--- config.mk ---
export PLATFORM = sky130hd
export DESIGN_NAME = button_debouncer
export DESIGN_NICKNAME = d
export VERILOG_FILES = /design/src/rtl/button_debouncer.sv
export SDC_FILE = /design/constraint.sdc
export NUM_CORES = 1
export LEC_CHECK = 0
export BUFFER_PORTS_ARGS = -buffer_cell sky130_fd_sc_hd__buf_4
export CORE_MARGIN = 3
export CORE_UTILIZATION = 30
export CTS_BUF_LIST = sky130_fd_sc_hd__clkbuf_8
export DETAILED_ROUTE_END_ITERATION = 8
export GPL_TIMING_DRIVEN = 1
export PLACE_DENSITY = 0.51
export SLEW_MARGIN = 0
export SYNTH_ARGS = -nofsm -noshare
export SYNTH_HDL_FRONTEND = slang
export SYNTH_SLANG_ARGS = --single-unit
--- constraint.sdc ---
create_clock -name sysclk -period 2.6 [get_ports sysclk]
set_input_delay 0.26 -clock sysclk [delete_from_list [all_inputs] [get_ports sysclk]]
set_output_delay 0.26 -clock sysclk [all_outputs]
set_load 0.01 [all_outputs]
--- src/rtl/button_debouncer.sv ---
// Multi-channel button conditioner: 2-FF sync, debounce, press/release strobes.
// Define BTN_LONGPRESS_EN to add a per-channel one-shot long-press strobe.
module button_debouncer #(
  parameter int   SYS_CLK_FREQ = 30_000_000,
  parameter int   DEBOUNCE_MS  = 10,
  parameter int   LONG_MS      = 1000,
  parameter int   CHANNELS     = 4,
  parameter logic ACTIVE_LEVEL = 1'b0
) (
  input  logic                sysclk,
  input  logic                resetn,
  input  logic [CHANNELS-1:0] btn_in,
  output logic [CHANNELS-1:0] btn_state,
  output logic [CHANNELS-1:0] btn_press,
  output logic [CHANNELS-1:0] btn_release,
  output logic [CHANNELS-1:0] btn_long
);

  localparam int DEBOUNCE_CYCLES = SYS_CLK_FREQ / 1000 * DEBOUNCE_MS;
  localparam int CW = $clog2(DEBOUNCE_CYCLES + 1);
  localparam logic [CW-1:0] CNT_LAST = CW'(DEBOUNCE_CYCLES - 1);

  if (DEBOUNCE_CYCLES < 1 || LONG_MS < 0) begin : g_cfg_check
    $error("button_debouncer: invalid timing parameters");
  end

  logic [CHANNELS-1:0] sync1_q;
  logic [CHANNELS-1:0] sync2_q;
  logic [CHANNELS-1:0] raw;
  logic [CHANNELS-1:0] state_q, state_d;
  logic [CHANNELS-1:0] press_q, press_d;
  logic [CHANNELS-1:0] rel_q, rel_d;
  logic [CW-1:0]       cnt_q [CHANNELS];
  logic [CW-1:0]       cnt_d [CHANNELS];

  assign raw = ~(sync2_q ^ {CHANNELS{ACTIVE_LEVEL}});

  always_comb begin
    state_d = state_q;
    press_d = '0;
    rel_d   = '0;
    for (int i = 0; i < CHANNELS; i++) begin
      cnt_d[i] = '0;
      if (raw[i] != state_q[i]) begin
        if (cnt_q[i] == CNT_LAST) begin
          state_d[i] = raw[i];
          press_d[i] = raw[i];
          rel_d[i]   = ~raw[i];
        end else begin
          cnt_d[i] = cnt_q[i] + 1'b1;
        end
      end
    end
  end

  always_ff @(posedge sysclk) begin
    if (!resetn) begin
      sync1_q <= {CHANNELS{~ACTIVE_LEVEL}};
      sync2_q <= {CHANNELS{~ACTIVE_LEVEL}};
      state_q <= '0;
      press_q <= '0;
      rel_q   <= '0;
      for (int i = 0; i < CHANNELS; i++) cnt_q[i] <= '0;
    end else begin
      sync1_q <= btn_in;
      sync2_q <= sync1_q;
      state_q <= state_d;
      press_q <= press_d;
      rel_q   <= rel_d;
      for (int i = 0; i < CHANNELS; i++) cnt_q[i] <= cnt_d[i];
    end
  end

  assign btn_state   = state_q;
  assign btn_press   = press_q;
  assign btn_release = rel_q;

`ifdef BTN_LONGPRESS_EN
  localparam int LONG_CYCLES = SYS_CLK_FREQ / 1000 * LONG_MS;
  localparam int LW = $clog2(LONG_CYCLES + 1);
  localparam logic [LW-1:0] HOLD_MAX = LW'(LONG_CYCLES);
  localparam logic [LW-1:0] HOLD_PRE = LW'(LONG_CYCLES - 1);

  logic [LW-1:0]       hold_q [CHANNELS];
  logic [LW-1:0]       hold_d [CHANNELS];
  logic [CHANNELS-1:0] long_q, long_d;

  // Hold counter parks at HOLD_MAX so the strobe fires once per press.
  always_comb begin
    long_d = '0;
    for (int i = 0; i < CHANNELS; i++) begin
      hold_d[i] = '0;
      if (state_q[i]) begin
        hold_d[i] = hold_q[i];
        if (hold_q[i] != HOLD_MAX) begin
          hold_d[i] = hold_q[i] + 1'b1;
          long_d[i] = (hold_q[i] == HOLD_PRE);
        end
      end
    end
  end

  always_ff @(posedge sysclk) begin
    if (!resetn) begin
      long_q <= '0;
      for (int i = 0; i < CHANNELS; i++) hold_q[i] <= '0;
    end else begin
      long_q <= long_d;
      for (int i = 0; i < CHANNELS; i++) hold_q[i] <= hold_d[i];
    end
  end

  assign btn_long = long_q;
`else
  assign btn_long = '0;
`endif

endmodule

Word level (Yosys, flattened, before mapping)
Memory sizes are Yosys's and may differ from the RTL's.
Cells that the tools add are included.
{"block": "op_classes", "muxes": 14, "n_reduce_logical": 8, "add_sub_neg": 4, "n_bitwise": 9, "n_eq_ne": 8}
{"op": "2-to-1 mux 19 bit", "n": 12}
{"op": "adder 19 x 1 -> 19 bit, second input constant", "n": 4}
{"op": "== test 19 bit, second input constant", "n": 4}
{"op": "AND reduction 3 bit", "n": 4}
{"op": "AND reduction 2 bit", "n": 4}
{"op": "inequality test 1 bit", "n": 4}
{"op": "inverter 1 bit", "n": 4}
{"op": "inverter 4 bit", "n": 1}
{"op": "bitwise OR 1 bit", "n": 4}
{"op": "2-to-1 mux 1 bit", "n": 2}
{"block": "totals", "mem_count": 1, "mem_bits_rw": 76, "output_inout_bits": 16, "reg_bits": 20}
{"name": "cnt_q", "words": 4, "width": 19, "rd": 4, "rd_ports_with_merged_regs": 0, "write_ports": 4, "line": "33", "rtl": "logic [CW-1:0] cnt_q [CHANNELS];"}

Depth between registers and ports, before layout
An unclocked memory read counts as a cell.
{"block": "depth", "depth_word": 5, "ltp_mapped": 7, "mapped_depth_nobuf": 5}

Worst setup path after synthesis
No wires, ideal clock.
{"block": "synth_timing", "path_kind": "register -> register", "startpoint": "memory cnt_q[1][0] (netlist name)", "endpoint": "memory cnt_q[1][15] (netlist name)", "path_stages_with_launch": 7, "t_required_ns": 2.485, "slack_ns": 0.891, "period_less_slack_ns": 1.709, "n_path_buf": 1, "setup_time_ns": 0.115, "arrival_ns": 1.594, "path_cell_list": "dfxtp_1 > ha_1 > and3_1 > nand4_1 > o31ai_4 > buf_6 > nor2_1"}
{"element": "start: declaration", "line": "33"}

==> summary.txt <==
Die
  – Initial Util: 31.1%
  – Die Ht: 124 um
  – # rows: 42
  – Die ar.: 15,300 um2
  – Core ar.: 13,400 um2
  – DIE WIDTH: 124 um
  – Num ports: 22

Finish
  – Area Growth Syn to Fin: 10.8%
  – Layout cells sized above 1: 8.40%
  – Final #Nets: 494
  – Ant. Diodes: 0
  – FILL cells: 1,394
  – Design Area, Final: 4620 um2

Timing
  – Crit path time final: 1.98 ns
  – Maximum clock rate: 0.506 GHz
  – Final setup viols: 0
  – Hold Vio Cnt, Final: 0
  – RSZ-0062 raised after global routing: false
  – Worst slew margin: 58.5%
  – Clock Skew: 0.0124 ns
  – Worst-Margin Slew: 0.623 ns
  – Sum Neg Setup Slack: 0 ns
  – Final period utilization: 76.0%
  – Max Slew Vio Count: 0

Clock tree
  – Clock slew seen by the registers of the worst setup and hold paths: 0.09 ns
  – Number of hold buffers added after CTS: 0
  – Clk root buf: clkbuf_8
  – Worst skew pair latency: 0.37 ns
  – Total CTS buffers: 9
  – CTS max path bufs: 2
  – Setup Buffers After CTS: 0
  – Clk sinks: 96
  – Number of gates resized after cts: 0
  – CTS tree: done
  – CTS H-Tree Depth: 3

Critical path
  – R2r worst-path depth: 6
  – Worst r2r src: cnt_q[1][0]$_SDFF_PP0_
  – Critical Path RT: 2.87 ns
  – Setup crit end kind: flip-flop
  – Reg2Reg Setup Slack: 0.62 ns
  – Arrival @ worst endpoint: 2.25 ns
  – CP max stage cell: o31ai_4
  – Crit path kind: flip-flop to flip-flop
  – Origin of the worst setup path: cnt_q[1][0]$_SDFF_PP0_
  – Worst path cell trace: ha_1, and3_1, nand4_1, o31ai_4, buf_4, nor2_1
  – CP endpoint: cnt_q[1][2]$_SDFF_PP0_
  – CP Max Fanout: 10
  – CP Launch Type: flip-flop
  – RR Endpoint: cnt_q[1][2]$_SDFF_PP0_
  – Max incr delay on CP: 0.51 ns

Placement
  – Port buffer count: 17
  – Post-DP HPWL: 5700 um
  – Routability Congestion: 0.752
  – Post-Place Cell Area: 4450 um2

Synthesis
  – Largest family of logic cells by synthesized area: simple AND/OR/NAND/NOR gates
  – Syn Inst Count: 468
  – Post-synth EDFFs: 0
  – Post-synthesis mux area share: 0.480%
  – Post-synthesis async set-or-reset flop share: 0%
  – Synth Area in Adders: 1.20%
  – Mapped cell area: 4170 um2
  – Sequential area share after synthesis: 46.1%
  – Post-Synth XOR/XNOR Area: 12.0%
  – Flops & latches, synth: 96
  – Top FF cell, synth: dfxtp_1
  – Post-synthesis cell type count: 46
  – Synth warn: 0
  – Simple-Gate Fraction of Synth Area: 30.6%
  – Syn Area/Cell: 8.91 um2
  – Compound-Gate Fraction of Synth Area: 5.88%

Detailed routing
  – Detailed Routing Iterations Pass 1: 4
  – Via density per instance: 4.85
  – Initial DRC Count: 213
  – Drt drc: 0
  – Avg WL per Cell: 12.1 um
  – Via Count: 3,219
  – Drt total wl: 8060 um
  – Post-route ant nets: 0

Power and ir drop
  – Switching Fraction: 22.8%
  – Switching power: 0.547 mW
  – Register share of total power: 61.6%
  – PD cells: 521 nW/um2
  – Comb pwr share: 1.5%
  – P_leak: 1.45 nW
  – Clock power frac: 36.8%
  – P_int: 1.86 mW
  – Maximum vdd drop: 0.250 mV

Outcome
  – Status: complete, no violations

GRT
  – Number of global-route vias before repair: 2,979
  – Largest net degree at the start of global routing: 20
  – Gr usage total: 11.2%
  – Initial antenna violation count: 0
  – Gr ovfl total: 0
  – First-pass GRT wire length: 13,600 um

Flow run
  – Max-cap viol count: 0

Min path
  – Worst hold path class: input port to flip-flop
## layer usage
layer / track usage (%) / routed length (um) / share of wire (%)
met1: 13.6 / 3850 / 48
met2: 18.4 / 3750 / 47
met3: 4.00 / 342 / 4.2
met4: 4.15 / 119 / 1.5
met5: 0 / 0 / 0
## how the worst min path moves through the flow
stage	depth (start not counted)	endpoint	startpoint	slack, ns
floorplan	1	sync1_q[3]$_SDFF_PN1_	resetn	0.33
global placement	1	sync2_q[0]$_SDFF_PN1_	sync1_q[0]$_SDFF_PN1_	0.39
detailed placement	1	sync2_q[3]$_SDFF_PN1_	sync1_q[3]$_SDFF_PN1_	0.40
CTS	2	sync1_q[0]$_SDFF_PN1_	btn_in[0]	0.05
global route	2	sync1_q[3]$_SDFF_PN1_	btn_in[3]	0.05
finish	2	sync1_q[0]$_SDFF_PN1_	btn_in[0]	0.06
## power groups by stage
stage	registers (mW)	clock network [mW]	logic (mW)
floorplan	1.51	0	0.0299
global placement	1.52	0	0.0373
detailed placement	1.52	0	0.0379
CTS	1.48	0.928	0.0379
global route	1.48	0.984	0.0424
finish	1.48	0.886	0.0373
## critical path, delay by kind of cell (launching register included)
kind / cells / cell delay [ns]
fa+ha+maj: 1 / 0.21
compound gates: 1 / 0.51
flops: 1 / 0.40
buf+inv: 1 / 0.25
simple gates: 3 / 0.50
## cells in the mapped netlist (2+ instances only)
library cell | instances | share of area [%]
o21ai_0 | 12 | 1.4
or4_1 | 3 | 0.54
clkbuf_1 | 8 | 0.72
or3_1 | 12 | 1.8
nand4_1 | 28 | 4.2
nand2_1 | 25 | 2.3
and4_1 | 13 | 2.7
and3_1 | 7 | 1.1
nand3_1 | 25 | 3.0
buf_4 | 5 | 0.90
ha_1 | 4 | 1.2
o211a_1 | 2 | 0.48
nor2_1 | 76 | 6.8
xor2_1 | 24 | 5.0
a21oi_1 | 14 | 1.7
mux2i_1 | 2 | 0.48
inv_1 | 13 | 1.2
and2_1 | 3 | 0.45
nand2b_1 | 8 | 1.2
buf_2 | 2 | 0.24
nor4_1 | 11 | 1.7
xnor2_1 | 33 | 6.9
buf_6 | 2 | 0.54
nor4b_1 | 4 | 0.84
nor3_1 | 14 | 1.7
a21o_1 | 3 | 0.54
dfxtp_1 | 96 | 46
## sequential cells by signal, summed over array words and instances (netlist names)
signal / cells
cnt_q: 76
btn_press: 4
btn_release: 4
btn_state: 4
sync1_q: 4
sync2_q: 4
## per-stage QoR
| stage | utilization, % | setup WS (ns) | power (mW) | hold slack (ns) | instances |
|---|---|---|---|---|---|
| floorplan | - | 0.891 | 1.54 | 0.333 | 471 |
| global placement | 33.2 | 0.641 | 1.55 | 0.390 | 649 |
| detailed placement | 33.2 | 0.608 | 1.55 | 0.398 | 649 |
| CTS | 34.5 | 0.597 | 2.45 | 0.0469 | 664 |
| global route | 34.5 | 0.436 | 2.51 | 0.0474 | 664 |
| finish | 34.5 | 0.623 | 2.40 | 0.0646 | 664 |
## layout by cell type, fill, tap and decap left out, drive strengths merged, types with 11 or more instances in the layout
cell type,instances
a21oi,14
nor2,76
buf,20
nand2,25
nand3,26
nand4,29
dfxtp,96
nor4,11
xnor2,33
xor2,24
inv,14
nor3,14
and4,13
o21ai,13
or3,13
## final cells by class
cell class                 count  area, um2  area share [%]
tap                          176        220            4.77
sequential                    96       1920            41.6
multi-input combinational    344       2100            45.6
clock inverter                 5       35.0           0.759
inverter                      13       48.8            1.06
clock buffer                  10        138            2.98
timing repair buffer          20        150            3.25
## logic make-up (layout without fill, tap and decap cells)
family	Yosys count	in the layout
flops	96	96
xor+xnor	57	57
buf+inv	31	48
mux	2	2
compound gates	37	37
fa+ha+maj	4	4
simple gates	240	240
other cells	1	4
(Power assumes the default switching activity.)
